### src/rtl/seq_pkg.sv
// Shared types and defaults for the serial pattern generator.
// The FSM state encoding and default widths live here.
package seq_pkg;

    typedef enum logic [1:0] {
        IDLE  = 2'b00,
        SHIFT = 2'b01,
        DONE  = 2'b10
    } state_t;

    localparam int DEFAULT_WIDTH = 16;
    localparam int DEFAULT_RUN   = 4;

endpackage

### src/rtl/seq_run_tracker.sv
// Tracks the run of identical consumed bits and predicts the Moore
// detector output. z_expect holds its value between consume strobes.
module seq_run_tracker
    import seq_pkg::*;
#(
    parameter int RUN = DEFAULT_RUN
) (
    input  logic Clock,
    input  logic Reset,
    input  logic bit_in,
    input  logic consume,
    input  logic clear,
    output logic z_expect
);

    localparam int RW = $clog2(RUN + 1);

    logic [RW-1:0] run;
    logic [RW-1:0] run_next;
    logic          prev_bit;
    logic          first;

    // The run saturates at RUN so a long constant stream never wraps.
    always_comb begin
        run_next = run;
        if (first || (bit_in != prev_bit)) begin
            run_next = RW'(1);
        end else if (run >= RW'(RUN)) begin
            run_next = RW'(RUN);
        end else begin
            run_next = run + RW'(1);
        end
    end

    always_ff @(posedge Clock or posedge Reset) begin
        if (Reset) begin
            run      <= '0;
            prev_bit <= 1'b0;
            first    <= 1'b1;
            z_expect <= 1'b0;
        end else if (clear) begin
            run      <= '0;
            first    <= 1'b1;
            z_expect <= 1'b0;
        end else if (consume) begin
            run      <= run_next;
            prev_bit <= bit_in;
            first    <= 1'b0;
            z_expect <= (run_next >= RW'(RUN));
        end
    end

endmodule

### src/rtl/seq_gen.sv
// Serial pattern generator feeding a sequence detector, MSB first.
// Define SEQ_GEN_ZEXPECT_EN to include the predicted detector output.
module seq_gen
    import seq_pkg::*;
#(
    parameter int WIDTH = DEFAULT_WIDTH,
    parameter int RUN   = DEFAULT_RUN
) (
    input  logic                   Clock,
    input  logic                   Reset,
    input  logic                   Start,
    input  logic [WIDTH-1:0]       Pattern,
    input  logic [$clog2(WIDTH):0] Len,
    output logic                   w_out,
    output logic                   w_valid,
    output logic                   z_expect,
    output logic                   Busy,
    output logic                   Done
);

    localparam int LW = $clog2(WIDTH) + 1;

    state_t          state;
    state_t          state_next;
    logic [WIDTH-1:0] shift_reg;
    logic [LW-1:0]    bit_cnt;
    logic [LW-1:0]    len_clamped;
    logic             accept;
    logic             consume;

    assign len_clamped = (Len > LW'(WIDTH)) ? LW'(WIDTH) : Len;
    assign accept      = (state == IDLE) && Start;
    assign consume     = (state == SHIFT);

    always_ff @(posedge Clock or posedge Reset) begin
        if (Reset) begin
            state <= IDLE;
        end else begin
            state <= state_next;
        end
    end

    // A zero-length request still produces a single Done pulse.
    always_comb begin
        state_next = state;
        case (state)
            IDLE:    if (Start) state_next = (Len == '0) ? DONE : SHIFT;
            SHIFT:   if (bit_cnt == LW'(1)) state_next = DONE;
            DONE:    state_next = IDLE;
            default: state_next = IDLE;
        endcase
    end

    always_ff @(posedge Clock or posedge Reset) begin
        if (Reset) begin
            shift_reg <= '0;
            bit_cnt   <= '0;
        end else if (accept) begin
            shift_reg <= Pattern;
            bit_cnt   <= len_clamped;
        end else if (consume) begin
            shift_reg <= shift_reg << 1;
            bit_cnt   <= bit_cnt - LW'(1);
        end
    end

    always_comb begin
        w_out   = 1'b0;
        w_valid = 1'b0;
        Busy    = 1'b0;
        Done    = 1'b0;
        case (state)
            SHIFT: begin
                w_out   = shift_reg[WIDTH-1];
                w_valid = 1'b1;
                Busy    = 1'b1;
            end
            DONE:    Done = 1'b1;
            default: ;
        endcase
    end

`ifdef SEQ_GEN_ZEXPECT_EN
    seq_run_tracker #(
        .RUN (RUN)
    ) u_run_tracker (
        .Clock    (Clock),
        .Reset    (Reset),
        .bit_in   (shift_reg[WIDTH-1]),
        .consume  (consume),
        .clear    (accept),
        .z_expect (z_expect)
    );
`else
    logic unused_run;
    assign unused_run = (RUN > 0);
    assign z_expect   = 1'b0;
`endif

endmodule

### config.mk
export PLATFORM = sky130hd
export DESIGN_NAME = seq_gen
export DESIGN_NICKNAME = d
export VERILOG_FILES = /design/src/rtl/seq_pkg.sv /design/src/rtl/seq_run_tracker.sv /design/src/rtl/seq_gen.sv
export SDC_FILE = /design/constraint.sdc
export NUM_CORES = 1
export LEC_CHECK = 0
export BUFFER_PORTS_ARGS = -buffer_cell sky130_fd_sc_hd__buf_2
export CORE_AREA = 2 2 53 55
export CTS_CLUSTER_SIZE = 14
export DETAILED_ROUTE_END_ITERATION = 16
export DIE_AREA = 0 0 55 57
export PLACE_DENSITY = 0.71
export SYNTH_ARGS = -nofsm -noshare
export SYNTH_HDL_FRONTEND = slang
export SYNTH_SLANG_ARGS = --single-unit
### constraint.sdc
create_clock -name Clock -period 1.5 [get_ports Clock]
set_input_delay 0.075 -clock Clock [delete_from_list [all_inputs] [get_ports Clock]]
set_output_delay 0.075 -clock Clock [all_outputs]
set_load 0.02 [all_outputs]
==> flow_metrics.py, run 1 <==
metrics = {
    "sta": {
        "fin_skew_ns": 0.00772,
        "slew_viol_final": 0,
        "tns_ns": 0,
        "fmax_mhz": 670,
        "setup_violations": 0,
        "min_period_over_period_pct": 99.5,
        "rsz0062_at_grt": "true",
        "hold_viol_final": 0,
        "worst_slack_ns": 0.00724,
        "period_minus_slack_ns": 1.49,
    },
    "place": {
        "placed_area_mm2": 0.00134,
        "hpwl_um": 1790,
        "dpl.cell_count": 176,
        "pre_cts_slack_ns": 0.0187,
        "gp_congestion": 0.853,
        "io_buffers": 27,
    },
    "yosys": {
        "synthArstFlopShare_pct": 100,
        "synth_fp_nets": 146,
        "ys_types": 32,
        "ys_ff_latch": 23,
        "synth_cells": 120,
        "synth.area.top_cells": "dfrtp_1, nand2_1, a22oi_1, nand3b_1, a32oi_1",
        "syn-cell-area_mm2": 0.00114,
        "ys_warn_count": 0,
        "syn_area_per_cell_um2": 9.49,
        "synth_top_area_share_pct": 50.5,
        "yosysTopAreaCell": "dfrtp_1",
        "synth_most_common_cell": "nand2_1",
        "synth-main-ff-cell": "dfrtp_1",
        "yosysSeqAreaShare_pct": 50.5,
        "synth_edf_count": 0,
        "ys_top_cells_by_count": "nand2_1, dfrtp_1, a22oi_1",
    },
    "grt": {
        "grt_usage_pct": 19.0,
        "first_global_vias": 1009,
        "grt_max_degree": 24,
        "antenna_found_initial": 0,
        "grt_pass1_wl_um": 4360,
        "overflow": 0,
    },
    "floorplanning": {
        "die_w_um": 55,
        "core_mm2": 0.00262,
        "start_util_pct": 43.5,
        "ios": 29,
        "die_y_um": 57,
        "dieArea_mm2": 0.00314,
        "rows": 19,
    },
    "finish": {
        "area_delta_synth_final_pct": 39.7,
        "final_cell_area_mm2": 0.00159,
        "final_nets": 201,
        "final-instance-count-excl-fill": 205,
        "antenna_cells": 0,
        "drive_gt1_share_pct": 31.0,
        "largest_reg_flops": 16,
    },
    "critical_path": {
        "cp_slowest_stage_delay_ns": 0.43,
        "critPathLaunchType": "register",
        "slowest_stage": "dfrtp_1",
        "worstSetupPathType": "register to register",
        "arrival_ns": 1.75,
        "crit_required_ns": 1.75,
        "end_kind": "register",
        "cp_cell_sequence": "buf_6 > or3b_4 > or4_1 > nand3_1",
        "path_max_fanout": 3,
    },
    "status": {
        "outcome": "complete, no violations",
    },
    "detailed_routing": {
        "ant_nets": 0,
        "avgViaCountPerCell": 5.33,
        "vias": 1093,
        "wire_per_inst_um": 13.6,
        "drt_iter0_markers": 20,
        "drt-total-wl_um": 2790,
        "drtPass1Iterations": 4,
        "drc": 0,
    },
    "clocking": {
        "cts_buffers": 3,
        "htree_levels": 1,
        "cts_sinks": 23,
        "cts-root-buf": "clkbuf_4",
        "clk_pin_slew_ns": 0.13,
        "cts_max_path_buffers": 2,
        "clk_latency_ns": 0.31,
        "cts_tree": "built",
    },
    "pwr": {
        "fin_total_pwr_mw": 2.83,
        "ir_drop_mv": 1.13,
        "combPwrFrac_pct": 51.2,
        "switchingPower_mw": 1.10,
        "seqPwrFrac_pct": 38.7,
        "clkPwrFrac_pct": 10.1,
        "cellPowerDensity_mw_per_mm2": 1780,
        "switching_share_pct": 38.8,
        "p_int_mw": 1.73,
        "p_leak_nw": 0.807,
    },
    "min_path": {
        "worstHoldPathType": "primary input to register",
    },
    "flow_run": {
        "max_cap_viol_count": 0,
    },
}
[critical path, delay by kind of cell (launching register included)]
family / cells / cell delay [ns]
buffers and inverters: 1 / 0.13
DFF: 1 / 0.43
and+or+nand+nor: 3 / 0.88
[layer usage]
metal	vias up	part of all wire [%]	global-route usage, %
li1	523	-	-
met1	527	44	24.9
met2	39	49	32.0
met3	4	5.5	2.62
met4	0	1.0	6.27
met5	-	0	0
[through the flow]
stage	hold WS (ns)	utilization [%]
after floorplan	0.0769	-
after CTS	0.000195	59.5
final	0.00512	60.8
after global routing	0.0234	60.8
after global placement	0.128	51.1
after detailed placement	0.133	51.1
[cell families (layout without fill, tap and decap cells)]
group | count (synthesis) | count (layout) | synth area share [%]
simple gates | 53 | 53 | 23.0
other cells | 1 | 1 | 0.329
compound gates | 27 | 27 | 17.3
xor+xnor | 1 | 1 | 0.769
fa+ha+maj | 2 | 2 | 2.20
buf+inv | 13 | 67 | 5.93
flops | 23 | 23 | 50.5
[worst paths after layout]
check,slack (ns),start,cells after the start,endpoint
setup reg to reg,0.007,bit_cnt[0],4,bit_cnt[3]
max in group asynchronous,0.91,Reset,4,state[1]
hold reg to reg,0.50,shift_reg[15],2,shift_reg[15]
setup / recovery,0.007,bit_cnt[0],4,bit_cnt[3]
hold / removal,0.005,Pattern[14],3,shift_reg[14]
min in group asynchronous,0.33,Reset,4,bit_cnt[2]
[area by class of cell]
class | instances | area, µm²
Multi-Input combinational cell | 84 | 505
Tap cell | 31 | 38.8
Sequential cell | 23 | 577
Inverter | 6 | 25.0
Fill cell | 236 | 1020
Clock buffer | 4 | 26.3
Timing Repair Buffer | 57 | 418
[power groups by stage]
stage               clock (mW)  sequential, mW  combinational [mW]
floorplan                    0            1.05               0.841
global placement             0            1.10                1.11
detailed placement           0            1.11                1.15
CTS                      0.291            1.09                1.38
global route             0.317            1.14                1.61
finish                   0.285            1.10                1.45
[timing repair]
item / in CTS / in global routing
endpoints found under the hold margin: 35 / 1
setup buffers: 7 / 5
pin swaps: 0 / 3
hold buffers: 13 / 1
resized for setup: 6 / 4
setup endpoints to repair: 3 / 4
[placed cells by master (no fill, tap or decap), types with 2 or more instances in the layout]
| master | instances |
|---|---|
| clkbuf_4 | 3 |
| inv_1 | 4 |
| nand3b_1 | 4 |
| buf_4 | 14 |
| buf_6 | 2 |
| nor3_1 | 2 |
| a22oi_1 | 15 |
| buf_2 | 26 |
| a32oi_1 | 3 |
| a21oi_1 | 2 |
| dlygate4sd3_1 | 14 |
| dfrtp_1 | 22 |
| nand3_1 | 2 |
| nand2_1 | 34 |
| o21ai_0 | 4 |
(Power assumes the default switching activity.)
==> run 2, diff against run 1 <==
Settings changed: SETUP_SLACK_MARGIN from default to 0.5, SKIP_LAST_GASP from default to 1.
==> flow_metrics.py, run 2 (synthesized netlist as in run 1, its figures left out) <==
metrics = {
    "finish": {
        "area_delta_synth_final_pct": 60.5,
        "antenna_cells": 0,
        "final_nets": 214,
        "largest_reg_flops": 16,
        "final_util_pct": 69.9,
        "drive_gt1_share_pct": 44.9,
        "mostFrequentLayoutCell": "nand2_1",
        "final-instance-count-excl-fill": 218,
        "final_cell_mix": "nand2_1, buf_2, buf_4, dfrtp_1, dlygate4sd3_1",
    },
    "floorplanning": {
        "core_mm2": 0.00262,
        "ios": 29,
        "start_util_pct": 43.5,
        "dieArea_mm2": 0.00314,
        "die_y_um": 57,
        "die_w_um": 55,
        "rows": 19,
    },
    "sta": {
        "slew_viol_final": 0,
        "fmax_mhz": 668,
        "setup_violations": 0,
        "period_minus_slack_ns": 1.50,
        "fin_skew_ns": 0.0119,
        "rsz0062_at_grt": "true",
        "whs_ns": -0.00852,
        "min_period_over_period_pct": 99.8,
        "hold_viol_final": 2,
        "worst_slack_ns": 0.00252,
    },
    "grt": {
        "overflow": 0,
        "grt_pass1_wl_um": 5260,
        "grt_max_degree": 16,
        "grt_usage_pct": 22.8,
        "first_global_vias": 1156,
        "antenna_found_initial": 0,
    },
    "critical_path": {
        "critPathLaunchType": "register",
        "r2r_start": "state[1]",
        "r2r_cells": 4,
        "end_kind": "register",
        "setup.worst_path.end": "bit_cnt[3]",
        "cp-startpoint": "state[1]",
        "worstSetupPathType": "register to register",
        "crit_required_ns": 1.76,
        "r2r_end": "bit_cnt[3]",
        "path_max_fanout": 4,
        "ff2ff_setup_slack_ns": 0.003,
        "arrival_ns": 1.76,
    },
    "detailed_routing": {
        "avgViaCountPerCell": 5.37,
        "drc": 0,
        "wire_per_inst_um": 15.3,
        "drt_iter0_markers": 21,
        "vias": 1171,
        "ant_nets": 0,
        "drt-total-wl_um": 3330,
        "drtPass1Iterations": 4,
    },
    "pwr": {
        "p_leak_nw": 0.897,
        "p_int_mw": 2.02,
        "switching_share_pct": 39.6,
        "cellPowerDensity_mw_per_mm2": 1830,
        "fin_total_pwr_mw": 3.34,
        "combPwrFrac_pct": 57.0,
        "ir_drop_mv": 1.64,
        "seqPwrFrac_pct": 34.0,
        "switchingPower_mw": 1.32,
        "clkPwrFrac_pct": 9.0,
    },
    "place": {
        "pre_cts_slack_ns": 0.0273,
        "hpwl_um": 1880,
        "dpl.cell_count": 177,
        "gp_congestion": 0.770,
        "io_buffers": 27,
    },
    "clocking": {
        "htree_levels": 1,
        "cts_buffers": 3,
        "cts_sinks": 23,
        "cts-root-buf": "clkbuf_4",
        "cts_tree": "built",
        "clk_latency_ns": 0.32,
        "clk_pin_slew_ns": 0.14,
        "cts_max_path_buffers": 2,
    },
    "flow_run": {
        "max_cap_viol_count": 0,
    },
    "min_path": {
        "worstHoldPathType": "primary input to register",
    },
    "status": {
        "violations": "hold timing",
        "outcome": "finished with violations",
    },
}
run 2: changes by cell type in the layout (fill, tap and decap cells not counted), sizes merged:
cell,delta
buf,+12
clkinv,+2
clkbuf,-1
dlygate4sd3,+1
inv,-1
run 2: critical path, stage by stage, from the launching register on:
cell and delay [ns]:
dfrtp_2 0.45, buf_6 0.13, or3b_4 0.37, or4_1 0.40, nand3_1 0.08
run 2: area by class of cell:
cell class	count	area, µm²
Clock inverter	1	5.00
Tap cell	31	38.8
Clock buffer	3	22.5
Inverter	6	27.5
Multi-Input combinational cell	84	604
Timing Repair Buffer	70	552
Fill cell	202	787
Sequential cell	23	578
run 2: timing repair:
action,CTS,global route
gates cloned,2,0
buffers inserted,17,3
pin swaps,5,5
hold endpoints to repair,22,0
setup endpoints to repair,27,27
gates resized for setup,27,7
hold buffers,15,0
run 2: worst min-delay path by stage:
stage	from	slack, ns	to	cells past startpoint
after floorplan	Reset	0.08	bit_cnt[0]	1
after global placement	Reset	0.04	shift_reg[5]	2
after detailed placement	Reset	0.05	shift_reg[7]	2
after CTS	Pattern[6]	0.0005	shift_reg[6]	3
after global routing	Pattern[3]	-0.006	shift_reg[3]	3
final	Pattern[6]	-0.009	shift_reg[6]	3
run 2: power groups by stage:
| stage | registers (mW) | clock network, mW | logic [mW] |
|---|---|---|---|
| after CTS | 1.11 | 0.298 | 1.74 |
| final | 1.13 | 0.301 | 1.90 |
| after floorplan | 1.07 | 0 | 0.997 |
| after global placement | 1.14 | 0 | 1.14 |
| after global routing | 1.17 | 0.336 | 2.05 |
| after detailed placement | 1.15 | 0 | 1.18 |
run 2: per-layer routing:
| metal | GRT usage [%] | wire length [µm] |
|---|---|---|
| met1 | 31.0 | 1400 |
| met2 | 38.1 | 1740 |
| met3 | 2.36 | 128 |
| met4 | 6.27 | 57 |
| met5 | 0 | 0 |
run 2: metrics by stage:
step | hold slack (ns) | TNS (ns) | cell area [µm²]
2_1_floorplan | 0.0769 | 0 | 1210
3_3_place_gp | 0.0376 | 0 | 1370
3_5_place_dp | 0.0454 | 0 | 1370
4_1_cts | 0.000453 | 0 | 1780
5_1_grt | -0.00582 | -0.235 | 1830
6_report | -0.00852 | 0 | 1830
